==> config.mk <==
export PLATFORM = sky130hd
export DESIGN_NAME = dsm_dem_io_ctrl
export DESIGN_NICKNAME = d
export VERILOG_FILES = /design/src/rtl/dsm_dem_io_ctrl.sv
export SDC_FILE = /design/constraint.sdc
export NUM_CORES = 1
export LEC_CHECK = 0
export CAP_MARGIN = 20
export CORE_UTILIZATION = 63
export CTS_CLUSTER_DIAMETER = 60
export CTS_CLUSTER_SIZE = 24
export DETAILED_ROUTE_END_ITERATION = 16
export DONT_BUFFER_PORTS = 1
export GPL_TIMING_DRIVEN = 1
export PLACE_DENSITY = 0.85
export RECOVER_POWER = 25
export SLEW_MARGIN = 10
export SYNTH_ARGS = -nofsm -noshare
export SYNTH_HDL_FRONTEND = slang
export SYNTH_SLANG_ARGS = --single-unit
export TNS_END_PERCENT = 20
==> constraint.sdc <==
create_clock -name mclk512 -period 2 [get_ports mclk512]
set_clock_uncertainty 0.1 [all_clocks]
set_input_delay 0 -clock mclk512 [delete_from_list [all_inputs] [get_ports mclk512]]
set_output_delay 0 -clock mclk512 [all_outputs]
set_load 0.05 [all_outputs]
==> src/rtl/dsm_dem_io_ctrl.sv <==
// Pad-to-core interface for an N-channel sigma-delta modulator / DEM core.
// Optional loopback path is compiled in when DSM_DEM_IO_LOOPBACK_EN is defined.
module dsm_dem_io_ctrl #(
    parameter int NCH         = 2,
    parameter int IW          = 24,
    parameter int OW          = 16,
    parameter int FRAME_DIV   = 512,
    parameter int SYNC_STAGES = 2,
    parameter int CNTW        = 8,
    parameter int CW          = (NCH > 1) ? $clog2(NCH) : 1
) (
    input  logic                mclk512,
    input  logic                reset,
    input  logic [NCH*IW-1:0]   pad_chan,
    input  logic [CW-1:0]       pad_rot,
    input  logic                pad_clr,
    input  logic                pad_ditheroff,
    input  logic [1:0]          pad_dem_count,
    input  logic                pad_loopback,
    output logic [NCH*IW-1:0]   core_chan,
    output logic                core_frame,
    output logic                core_clr,
    output logic                core_ditheroff,
    output logic [1:0]          core_dem_count,
    input  logic [NCH-1:0]      core_ovfl,
    input  logic [NCH*OW-1:0]   core_dem_out,
    output logic                pad_ovfl,
    output logic [NCH-1:0]      pad_ovfl_chan,
    output logic [CNTW-1:0]     pad_ovfl_cnt,
    output logic [NCH*OW-1:0]   pad_dem_out
);

    localparam int FCW = (FRAME_DIV > 1) ? $clog2(FRAME_DIV) : 1;
`ifdef DSM_DEM_IO_LOOPBACK_EN
    localparam int SW = CW + 5;
`else
    localparam int SW = CW + 4;
`endif

    logic [SW-1:0]       sync_in;
    logic [SW-1:0]       sync_q [SYNC_STAGES];
    logic [SW-1:0]       synced;
    logic [1:0]          s_dem;
    logic                s_dith;
    logic                s_clr;
    logic [CW-1:0]       s_rot;
    logic                ovfl_en;
    logic                clr_prev;
    logic                clr_edge;
    logic [FCW-1:0]      frame_cnt;
    logic                fs;
    logic [CW-1:0]       rot_q;
    logic [CW-1:0]       rot_d;
    logic [NCH*IW-1:0]   in_hold;
    logic [NCH*OW-1:0]   dem_next;
    logic [NCH-1:0]      ovfl_set;
    logic                ovfl_any;

    function automatic int wrap_idx(input int v);
        if (v < 0)
            return v + NCH;
        else if (v >= NCH)
            return v - NCH;
        else
            return v;
    endfunction

    // All asynchronous control pins share one synchroniser chain.
`ifdef DSM_DEM_IO_LOOPBACK_EN
    logic s_loop;
    assign sync_in = {pad_loopback, pad_rot, pad_clr, pad_ditheroff, pad_dem_count};
    assign s_loop  = synced[SW-1];
    assign ovfl_en = ~s_loop;
`else
    logic unused_loopback;
    assign sync_in = {pad_rot, pad_clr, pad_ditheroff, pad_dem_count};
    assign unused_loopback = pad_loopback;
    assign ovfl_en = 1'b1;
`endif

    assign synced = sync_q[SYNC_STAGES-1];
    assign s_dem  = synced[1:0];
    assign s_dith = synced[2];
    assign s_clr  = synced[3];
    assign s_rot  = synced[4 +: CW];

    always_ff @(posedge mclk512 or negedge reset) begin
        if (!reset) begin
            for (int s = 0; s < SYNC_STAGES; s++)
                sync_q[s] <= '0;
            clr_prev <= 1'b0;
        end else begin
            sync_q[0] <= sync_in;
            for (int s = 1; s < SYNC_STAGES; s++)
                sync_q[s] <= sync_q[s-1];
            clr_prev <= s_clr;
        end
    end

    assign fs = (frame_cnt == FCW'(FRAME_DIV - 1));

    always_ff @(posedge mclk512 or negedge reset) begin
        if (!reset) begin
            frame_cnt  <= '0;
            core_frame <= 1'b0;
        end else begin
            core_frame <= fs;
            frame_cnt  <= fs ? '0 : frame_cnt + 1'b1;
        end
    end

    // rot_q becomes rot_d at the strobe, so the output path de-rotates with rot_q.
    always_comb begin
        dem_next = '0;
        for (int j = 0; j < NCH; j++) begin
            dem_next[j*OW +: OW] = core_dem_out[wrap_idx(j - int'(rot_q))*OW +: OW];
`ifdef DSM_DEM_IO_LOOPBACK_EN
            if (s_loop)
                dem_next[j*OW +: OW] = in_hold[j*IW + IW - OW +: OW];
`endif
        end
    end

    always_ff @(posedge mclk512 or negedge reset) begin
        if (!reset) begin
            rot_q          <= '0;
            rot_d          <= '0;
            in_hold        <= '0;
            core_ditheroff <= 1'b0;
            core_dem_count <= 2'b00;
            pad_dem_out    <= '0;
        end else if (fs) begin
            rot_d          <= rot_q;
            if (int'(s_rot) < NCH)
                rot_q <= s_rot;
            in_hold        <= pad_chan;
            core_ditheroff <= s_dith;
            core_dem_count <= s_dem;
            pad_dem_out    <= dem_next;
        end
    end

    always_comb begin
        core_chan = '0;
        for (int i = 0; i < NCH; i++)
            core_chan[i*IW +: IW] = in_hold[wrap_idx(i + int'(rot_q))*IW +: IW];
    end

    always_comb begin
        ovfl_set = '0;
        for (int j = 0; j < NCH; j++)
            ovfl_set[j] = core_ovfl[wrap_idx(j - int'(rot_d))];
        if (!ovfl_en)
            ovfl_set = '0;
    end

    assign ovfl_any = |ovfl_set;
    assign clr_edge = s_clr & ~clr_prev;
    assign pad_ovfl = |pad_ovfl_chan;

    // A clear in the same cycle as an overflow still records that overflow.
    always_ff @(posedge mclk512 or negedge reset) begin
        if (!reset) begin
            core_clr      <= 1'b0;
            pad_ovfl_chan <= '0;
            pad_ovfl_cnt  <= '0;
        end else begin
            core_clr <= clr_edge;
            if (clr_edge) begin
                pad_ovfl_chan <= ovfl_set;
                pad_ovfl_cnt  <= CNTW'(ovfl_any);
            end else begin
                pad_ovfl_chan <= pad_ovfl_chan | ovfl_set;
                if (ovfl_any && (pad_ovfl_cnt != '1))
                    pad_ovfl_cnt <= pad_ovfl_cnt + 1'b1;
            end
        end
    end

endmodule

; After elaboration in Yosys (flattened, before gate mapping)
; Cells that the tools add are included.
[word_totals]
register_bits = 117
latch_bits = 0
ramBits = 0
mem_bits_ro = 0
inputBits = 90
output_inout_bits = 96
word_cells = 84
n_memories = 0
[classes]
addsub = 19
mul = 2
n_div = 0
magnitude_cmp = 14
n_eq_ne = 2
shifts = 4
muxes = 22
bitwise_logic = 3
n_reduce_logical = 4
[op_table]
columns = operator, count
row1 = $mux W32, 8
row2 = $mux W28, 4
row3 = $shiftx A48 B32 Y24, 2
row4 = $lt A32 B3 Y1 const B, 2
row5 = $mul A32 B3 Y29 const B, 2
row6 = $shiftx A32 B32 Y16, 2
row7 = $add A2 B3 Y4 const B, 4
row8 = $mux W8, 2
row9 = $sub A2 B3 Y4 const B, 4
row10 = $ge A2 B3 Y1 const B, 4
row11 = $lt A2 B1 Y1 const B, 5
row12 = $add A9 B1 Y9 const B, 1
row13 = $eq A9 B9 Y1 const B, 1
row14 = $mux W9, 1
row15 = $add A8 B1 Y8 const B, 1
row16 = $ne A8 B8 Y1 const B, 1
row17 = $sub A1 B1 Y2 const A, 4
row18 = $mux W1, 6
row19 = $reduce_or A2 Y1, 2
row20 = $add A1 B2 Y3 const B, 1
row21 = $add A2 B2 Y3 const B, 1
row22 = $sub A1 B2 Y3 const B, 1
row23 = $sub A2 B2 Y3 const B, 1
row24 = $add A1 B1 Y2 const A, 1
row25 = other kinds (9), 9

; Logic depth before layout (Yosys ltp)
[depth]
depth_word = 11
ltp_mapped = 9
ltp_nobuf = 6

; Least setup slack after synthesis
; No wires, ideal clock.
[synth_timing]
path_kind = register -> register
from = reg frame_cnt[0]
to = reg in_hold[10]
setup_ns = 0.125
t_arrival_ns = 1.601
required_time_ns = 1.775
slack_ns = 0.174
stages_incl_launch_ff = 8
path_buffers = 2
synth_period_minus_slack_ns = 1.826
cell_sequence = dfrtp_1 ha_1 nand3_1 nor2_1 ha_1 buf_2 buf_2 mux2_2
[synth_between]
elab_chain_cells = 1
[synth_lines]
columns = element, line_no
row1 = start: declaration, 50  ; logic [FCW-1:0] frame_cnt;
row2 = start signal: assignment, 108  ; frame_cnt <= fs ? '0 : frame_cnt + 1'b1;
row3 = $eq A9 B9 Y1, 100  ; assign fs = (frame_cnt == FCW'(FRAME_DIV - 1));
row4 = end signal: assignment, 136  ; in_hold <= pad_chan;
row5 = end: declaration, 54  ; logic [NCH*IW-1:0] in_hold;
; Every way passes these cells.
; A chain may end at the register's enable or synchronous reset.

; Final worst setup path
[layout_timing]
from = reg rot_q
to = out core_chan[16]
[layout_between]
elab_chain_cells = 5
elab_cells_between_ends = 8
classes_between = 2 x add/sub / 1 x mul / 2 x order compare / 1 x shift / 2 x mux
[layout_lines]
columns = element, line_no
row1 = start: declaration, 52  ; logic [CW-1:0] rot_q;
row2 = start signal: assignment, 135  ; rot_q <= s_rot;
row3 = $sub A1 B2 Y3 or $ge A1 B2 Y1 (tied branches), "63, 62"
row4 = $mux W32, 62  ; else if (v >= NCH)
row5 = $mux W32 *, 60  ; if (v < 0)
row6 = $mul A32 B3 Y29 *, 146  ; core_chan[i*IW +: IW] = in_hold[wrap_idx(i + int'(rot_q))*IW +: IW];
row7 = $shiftx A48 B32 Y24 *, 146
row8 = end: declaration, 20  ; output logic [NCH*IW-1:0] core_chan,
; Every way passes the cells marked *; elsewhere a longest branch is shown, timed or not.

==> metrics.yaml <==
status:
  outcome: "finished, violations left"
  failed_checks: "hold timing"
worst_setup_path:
  cp_max_fo: 21
  crit_type: "flop to output pin"
  worstPathCellList: "buf_16, mux2_2"
  ff2ff_setup_slack_ns: 0.11
  critical_path.startpoint_type: "flop"
  required_ns: 1.90
  cp.arrival_ns: 1.87
  worst_path_max_delay_cell: "dfrtp_4"
  end_kind: "output pin"
  max_stage_delay_ns: 0.66
place:
  place_ws_ns: 0.0671
  place_inst: 510
  gp_congestion: 0.790
  port-buffer-count: 0
  placed_area_sq_mm: 0.00549
  hpwl_um: 7200
detailed_routing:
  ant_nets: 0
  drtIter0Drc: 216
  vias: 3899
  wl_per_cell_um: 21.6
  wl_um: 13700
  drtPass1Iterations: 4
  vias_per_cell: 6.12
  drc: 0
sta:
  report.final.slew_viol_count: 0
  min_period_over_period: 0.986
  hold_viol: 117
  setup_slack_ns: 0.0288
  finalSetupViolCount: 0
  fin_hold_ws_ns: -0.914
  rsz0062_at_grt: "yes"
  max_clock_freq_mhz: 507
  fin_tns_setup_ns: 0
  period_minus_slack_ns: 1.97
  worst_pin_slew_ns: 0.514
  relSlewSlack: 0.657
layout:
  layout.cells.non_filler: 637
  final_common_cell: "dfrtp_1"
  layout_common_cells: "dfrtp_1, mux2_2, dlygate4sd3_1"
  post-route-util: 0.863
  nets: 613
  area_delta_synth_final_pct: 33.4
  drive_gt1_frac: 0.295
  design_area_sq_mm: 0.00705
  antenna_cells: 0
power_and_ir_drop:
  internal_power_mw: 4.55
  combPwrFrac: 0.082
  leakagePower_nw: 3.10
  seqPwrFrac: 0.418
  max-vdd-ir-drop_mv: 0.629
  total_power_mw: 5.90
  power.switching_mw: 1.35
  power_density_mw_per_mm2: 837
  pwr-share-clk: 0.500
  p_sw_frac: 0.229
synthesis:
  synth_area_leaders: "dfrtp_1, mux2_2, mux2i_1"
  yosysTopAreaCell: "dfrtp_1"
  yosysSeqAreaShare: 0.554
  synth_nets: 506
  synth_top_area_share: 0.554
  syn_area_per_cell_sq_um: 12.8
  ys_warn_count: 0
  syn_inst: 412
  syn_area_sq_mm: 0.00529
  synth-seq-cells: 117
  yosysUniqueCellTypes: 37
cts:
  clock_sinks: 117
  clkSlewWorstSetupHoldPaths_ns: 0.06
  numCtsBuffers: 17
  cts_root_buf: "clkbuf_8"
  htreeDepth: 4
  clk_latency_ns: 0.50
  cts_tree: "yes"
  cts_buffer_depth: 2
  holdBufCountCts: 93
floorplanning:
  ios: 186
  fp-row-count: 33
  placeableCoreArea_sq_mm: 0.00818
  die_width_um: 93.6
  die-area_sq_mm: 0.00876
  initial_utilization: 0.646
  die_y_um: 93.6
global_route:
  antenna_found_initial: 0
  grt_pass1_vias: 4069
  grt_pass1_wl_um: 20900
  grtUsageTotal: 0.323
  grt_max_degree: 118
  globalRouteOverflowTotal: 0
worst_hold_path:
  hold_path_class: "input pin to async pin"
job:
  drv_cap: 0
==> power by group through the flow <==
stage               registers [mW]  clock network, mW  logic (mW)
floorplan                     2.63                  0      0.0995
global placement              2.51                  0       0.298
detailed placement            2.51                  0       0.307
CTS                           2.47               2.98       0.465
global route                  2.47               3.11       0.513
finish                        2.47               2.95       0.482
==> per-layer routing <==
metal,GRT usage,share of wire,vias up
met5,0,0,-
met4,0.131,0.022,0
met3,0.101,0.069,33
met2,0.553,0.53,205
met1,0.378,0.38,1957
li1,-,-,1704
==> cell type report <==
| type | instances | area (sq um) |
|---|---|---|
| sequential | 117 | 2930 |
| multi-input combinational | 270 | 2230 |
| timing repair buffer | 112 | 1180 |
| fill | 362 | 1120 |
| clock buffer | 22 | 443 |
| tap | 105 | 131 |
| clock inverter | 10 | 130 |
| inverter | 1 | 3.75 |
==> synthesized netlist by cell type, drive strengths merged <==
cell       n
a211o      1
a211oi     2
a21oi     39
a221o      2
a311oi     1
a31oi      4
and3       2
and4       1
buf       22
clkbuf     2
dfrtp    117
ha         4
inv        1
mux2     101
mux2i     33
nand2      7
nand2b     1
nand3      5
nand3b     1
nand4      2
nor2      38
nor2b      3
nor3       6
o2111a     1
o2111ai    1
o211a      1
o211ai     2
o21ai      4
or2        2
or3        3
xnor2      1
xor2       2
==> worst paths after layout <==
check	to	from	cells past startpoint
worst min-delay path	pad_ovfl_cnt[4]	reset	0
worst max register to register	pad_dem_out[23]	frame_cnt[0]	8
min in group mclk512	in_hold[12]	pad_chan[12]	2
worst max-delay path	core_chan[16]	rot_q	2
max in group asynchronous	rot_q	reset	0
worst min register to register	synced[1]	sync_q[6]	0
==> worst max-delay path, delay by kind of cell (launching register included) <==
kind	cells	cell delay, ns
buffers and inverters	1	0.22
flip-flops	1	0.66
multiplexers	1	0.48
==> sequential cells by signal, indices dropped and copies added, names as in the netlist, 2 cells and up <==
register / cells
sync_q: 5
pad_ovfl_cnt: 8
core_dem_count: 2
pad_ovfl_chan: 2
pad_dem_out: 32
synced: 5
in_hold: 48
frame_cnt: 9
==> cells by family (layout without fill, tap and decap cells) <==
group           count (synthesis)  in the layout  synth area share
mux                           134            134             0.278
flops                         117            117             0.554
simple gates                   71             71            0.0630
compound gates                 58             58            0.0649
buf+inv                        25            145            0.0260
fa+ha+maj                       4              4           0.00947
xor+xnor                        3              3           0.00497
==> timing repair <==
action                                  4_1_cts  5_1_grt
cloned                                        0        1
endpoints found under the setup margin       12       53
buffers inserted                              1        0
endpoints found under the hold margin       212      117
gates resized for setup                       0        2
Note: power is estimated with default switching activity, not from simulation.
